==> src/rtl/seq101_pkg.sv <==
// Shared encodings for the "101" pattern scanner: pattern states and
// the word-level control states.
package seq101_pkg;

    typedef enum logic [1:0] {
        PAT_A = 2'b00,
        PAT_B = 2'b01,
        PAT_C = 2'b10,
        PAT_D = 2'b11
    } pat_state_e;

    typedef enum logic [1:0] {
        CTRL_IDLE = 2'b00,
        CTRL_SCAN = 2'b01,
        CTRL_DONE = 2'b10
    } ctrl_state_e;

endpackage

==> src/rtl/fsm_101_next.sv <==
// Combinational next-state and Moore output for the "101" pattern FSM.
// It holds no state; the caller owns the state register.
module fsm_101_next
    import seq101_pkg::*;
(
    input  logic       in,
    input  logic [1:0] state,
    output logic [1:0] next_state,
    output logic       out
);

    always_comb begin
        next_state = PAT_A;
        case (state)
            PAT_A:   next_state = in ? PAT_B : PAT_A;
            PAT_B:   next_state = in ? PAT_B : PAT_C;
            PAT_C:   next_state = in ? PAT_D : PAT_A;
            PAT_D:   next_state = in ? PAT_B : PAT_C;
            default: next_state = PAT_A;
        endcase
    end

    assign out = (state == PAT_D);

endmodule

==> src/rtl/seq101_scan_ctrl.sv <==
// Word-level controller: accepts a word, feeds it MSB-first through the
// "101" next-state logic one bit per clock, and returns count/mask/state.
module seq101_scan_ctrl
    import seq101_pkg::*;
#(
    parameter  int WIDTH = 8,
    localparam int CNT_W = $clog2(WIDTH + 1)
) (
    input  logic             clk,
    input  logic             resetn,
    input  logic             in_valid,
    output logic             in_ready,
    input  logic [WIDTH-1:0] in_data,
    input  logic             in_clear,
    output logic             out_valid,
    input  logic             out_ready,
    output logic [CNT_W-1:0] out_count,
    output logic [WIDTH-1:0] out_mask,
    output logic [1:0]       out_state
);

    localparam int IDX_W = $clog2(WIDTH);

    ctrl_state_e      ctrl_q, ctrl_d;
    logic [1:0]       pat_q, pat_d;
    logic [IDX_W-1:0] idx_q, idx_d;
    logic [CNT_W-1:0] cnt_q, cnt_d;
    logic [WIDTH-1:0] mask_q, mask_d;
    logic [WIDTH-1:0] word_q, word_d;
    logic [1:0]       pat_next;
    logic             unused_cur_is_d;

    fsm_101_next u_next (
        .in         (word_q[idx_q]),
        .state      (pat_q),
        .next_state (pat_next),
        .out        (unused_cur_is_d)
    );

    always_comb begin
        ctrl_d = ctrl_q;
        pat_d  = pat_q;
        idx_d  = idx_q;
        cnt_d  = cnt_q;
        mask_d = mask_q;
        word_d = word_q;
        case (ctrl_q)
            CTRL_IDLE: begin
                if (in_valid) begin
                    word_d = in_data;
                    idx_d  = IDX_W'(WIDTH - 1);
                    cnt_d  = '0;
                    mask_d = '0;
                    if (in_clear) pat_d = PAT_A;
                    ctrl_d = CTRL_SCAN;
                end
            end
            CTRL_SCAN: begin
                pat_d = pat_next;
                if (pat_next == PAT_D) begin
                    cnt_d         = cnt_q + CNT_W'(1);
                    mask_d[idx_q] = 1'b1;
                end
                if (idx_q == '0) ctrl_d = CTRL_DONE;
                else             idx_d  = idx_q - IDX_W'(1);
            end
            CTRL_DONE: begin
                if (out_ready) ctrl_d = CTRL_IDLE;
            end
            default: ctrl_d = CTRL_IDLE;
        endcase
    end

    // Reset must clear results immediately, so everything visible is async-reset.
    always_ff @(posedge clk or negedge resetn) begin
        if (!resetn) begin
            ctrl_q <= CTRL_IDLE;
            pat_q  <= PAT_A;
            idx_q  <= '0;
            cnt_q  <= '0;
            mask_q <= '0;
        end else begin
            ctrl_q <= ctrl_d;
            pat_q  <= pat_d;
            idx_q  <= idx_d;
            cnt_q  <= cnt_d;
            mask_q <= mask_d;
        end
    end

    // The word buffer is reloaded on every accept, so it needs no reset.
    always_ff @(posedge clk) begin
        word_q <= word_d;
    end

    assign in_ready  = (ctrl_q == CTRL_IDLE);
    assign out_valid = (ctrl_q == CTRL_DONE);
    assign out_count = cnt_q;
    assign out_mask  = mask_q;
    assign out_state = pat_q;

endmodule

==> config.mk <==
export PLATFORM = sky130hd
export DESIGN_NAME = seq101_scan_ctrl
export DESIGN_NICKNAME = d
export VERILOG_FILES = /design/src/rtl/seq101_pkg.sv /design/src/rtl/fsm_101_next.sv /design/src/rtl/seq101_scan_ctrl.sv
export SDC_FILE = /design/constraint.sdc
export NUM_CORES = 1
export LEC_CHECK = 0
export CORE_UTILIZATION = 24
export CTS_CLUSTER_SIZE = 25
export DETAILED_ROUTE_END_ITERATION = 7
export PLACE_DENSITY = 0.43
export SETUP_SLACK_MARGIN = 0.05
export SLEW_MARGIN = 20
export SYNTH_ARGS = -nofsm -noshare
export SYNTH_HDL_FRONTEND = slang
export SYNTH_SLANG_ARGS = --single-unit
==> constraint.sdc <==
create_clock -name clk -period 2.1 [get_ports clk]
set_input_delay 0.42 -clock clk [delete_from_list [all_inputs] [get_ports clk]]
set_output_delay 0.42 -clock clk [all_outputs]
set_load 0.01 [all_outputs]
==> out/summary.txt <==
CTS Buf Count: 3
Yosys top cell by area: dfrtp_1
Final Slew Violations: 0
fraction of layout cells with a size suffix above 1: 0.196
Root Driver: clkbuf_8
routability cong.: 0.821
Die H: 74.7 µm
yosys warns: 0
core area: 5110 µm²
crit start category: flop
FF+latch count, synth: 27
clk_skew: 3.35 ps
FMAX: 0.496 GHz
Hold Slack: 488 ps
Syn Nets: 127
Critical Path Max Stage Delay: 600 ps
largest fanout on the critical path: 8
Seq/Total Area, Yosys: 0.565
crit path DAT: 2230 ps
DRT Pass-1 Iters: 4
Layout area overhead: 42.6%
initial antenna violation count: 0
synthesized area: 1270 µm²
HPWL Detailed: 2280 µm
Hold Path Class: primary input to async pin
Congestion Overflow GR: 0
via/cell ratio: 4.77
CP Capture Type: flop
DRC: 0
Cells after Synth: 111
min cycle time layout: 2020 ps
Least-Margin Pin Slew: 699 ps
Clock transition at path regs: 90 ps
Netlist cell types: 37
Avg Synthesized Cell Area: 11.4 µm²
most frequent cells in the layout: clkdlybuf4s50_1, dfrtp_1, buf_4
CTS sink count: 27
kind of critical path: flop to flop
commonest non-fill, non-tap cell in the layout: clkdlybuf4s50_1
H-tree depth: 1
Power per Cell Area: 1330 nW/µm²
Antenna Cells: 0
main area contributors after synthesis: dfrtp_1, edfxtp_1, a22o_1
vias: 1,063
final net count: 170
GRT Util Overall: 0.117
Die Area: 5580 µm²
clk_lat worst skew: 270 ps
status: finished, final reports clean
Slowest cell on crit path: or4_4
period utilization: 0.961
Longest Clk Path Bufs: 2
RSZ-0062 raised after global routing: true
die width: 74.7 µm
PortBufs: 28
CTS tree: built
Setup TNS: 0 ps
Post-DRT Antenna Nets: 0
final setup violating endpoints: 0
Rel. slew slack: 0.529
Max Cap Violations: 0
boundary pin count: 29
CP required: 2310 ps
Initial Utilization: 0.248
Rows: 26
largest net degree at the start of global routing: 20
Leak Pwr: 0.746 nW
vias in the first global route: 1,008
Max VDD drop: 365 µV
WL/cell: 14.0 µm
Synth top area share: 0.375
CP cell instances: buf_4 > buf_6 > a2111oi_4 > or4_4 > or4_1 > nand3_1
final WL: 3130 µm
final hold violation count: 0
DR iter-0 viols: 44
first-pass GRT wire length: 4840 µm
[stage by stage]
stage          total power (W)  area [µm²]  setup WS [ps]  cells   util
2_1_floorplan          0.00148        1270            264    111      -
3_3_place_gp           0.00201        1700           80.7    218  0.334
3_5_place_dp           0.00202        1700           9.65    218  0.334
4_1_cts                0.00234        1750           60.8    222  0.343
5_1_grt                0.00258        1810           18.8    223  0.354
6_report               0.00241        1810           82.0    223  0.354
[report_power, final]
part | internal [W] | switching [W] | leakage [nW] | total, W
registers | 0.000719 | 0.000143 | 0.311 | 0.000863
clock network | 0.000133 | 0.000161 | 0.0255 | 0.000294
logic | 0.000633 | 0.000617 | 0.410 | 0.00125
total | 0.00149 | 0.000922 | 0.746 | 0.00241
[worst paths after layout]
kind                                    startpoint                        to  slack (ps)  cells after the start
hold reg to reg            out_mask[3]$_DFFE_PN0P_   out_mask[3]$_DFFE_PN0P_         500                      1
hold / removal                              resetn  out_count[2]$_DFFE_PN0P_         490                      2
setup reg to reg              idx_q[0]$_DFFE_PN0P_  out_count[2]$_DFFE_PN0P_          80                      6
max in group asynchronous                   resetn      idx_q[2]$_DFFE_PN0P_        1390                      2
setup / recovery              idx_q[0]$_DFFE_PN0P_  out_count[2]$_DFFE_PN0P_          80                      6
min in group clk           out_mask[3]$_DFFE_PN0P_   out_mask[3]$_DFFE_PN0P_         500                      1
[cell type report]
| cell class | count | area (µm²) |
|---|---|---|
| well taps | 70 | 87.6 |
| inverters | 10 | 37.5 |
| fillers | 517 | 3300 |
| clock buffers | 3 | 41.3 |
| repair buffers | 43 | 400 |
| multi-input cells | 69 | 517 |
| flip-flops and latches | 27 | 719 |
| clock inverters | 1 | 5.00 |
[registers in the layout, summed over array words and instances, names as in the netlist]
name	flops
ctrl_q	2
out_mask	8
idx_q	3
out_count	4
word_q	8
out_state	2
[timing repair]
action / in CTS / in global routing
setup buffers: 0 / 2
hold buffers: 0 / 0
resized for setup: 2 / 12
setup endpoints to repair: 7 / 11
pin swaps: 1 / 5
[synth_stat cells]
cell type	number
nor3_1	2
a22o_1	5
o211ai_1	1
a22oi_1	2
o31ai_1	1
a311o_1	1
a31oi_1	2
inv_1	10
o21ai_1	1
buf_2	2
mux2_4	1
ha_1	3
o211ai_2	1
buf_6	2
and2b_1	2
clkbuf_1	1
nor4_1	3
a21oi_1	3
or4_1	1
edfxtp_1	8
or4_4	1
nor2b_1	2
o2bb2ai_1	1
nand3_1	5
a21o_1	2
nor2_1	6
o21ai_0	3
dfrtp_1	19
a32o_1	3
or3_1	1
nand2_1	8
nor3_2	1
and4b_1	1
a2111oi_0	3
o311ai_0	1
nand2b_1	1
o21a_1	1
[layer usage]
layer,up-vias,global-route usage,part of all wire
met5,-,0,0
met4,0,0.0440,0.021
met3,8,0.0201,0.036
met2,33,0.203,0.52
met1,525,0.146,0.43
li1,497,-,-
[logic make-up (layout without fill, tap and decap cells)]
kind of cell,after synthesis,after routing,share of synthesized area
compound gates,31,31,0.190
buf+inv,15,57,0.0582
fa+ha+maj,3,3,0.0296
mux,1,1,0.0118
flops,27,27,0.565
simple gates,34,34,0.146
[worst max-delay path: cells and delay by family (launching register included)]
kind                   cells  cell delay [ps]
flip-flops                 1              420
AO/OA/AOI/OAI              1               70
AND/OR/NAND/NOR            3             1210
buffers and inverters      2              260
No activity file was read; power rests on OpenSTA's default activity.
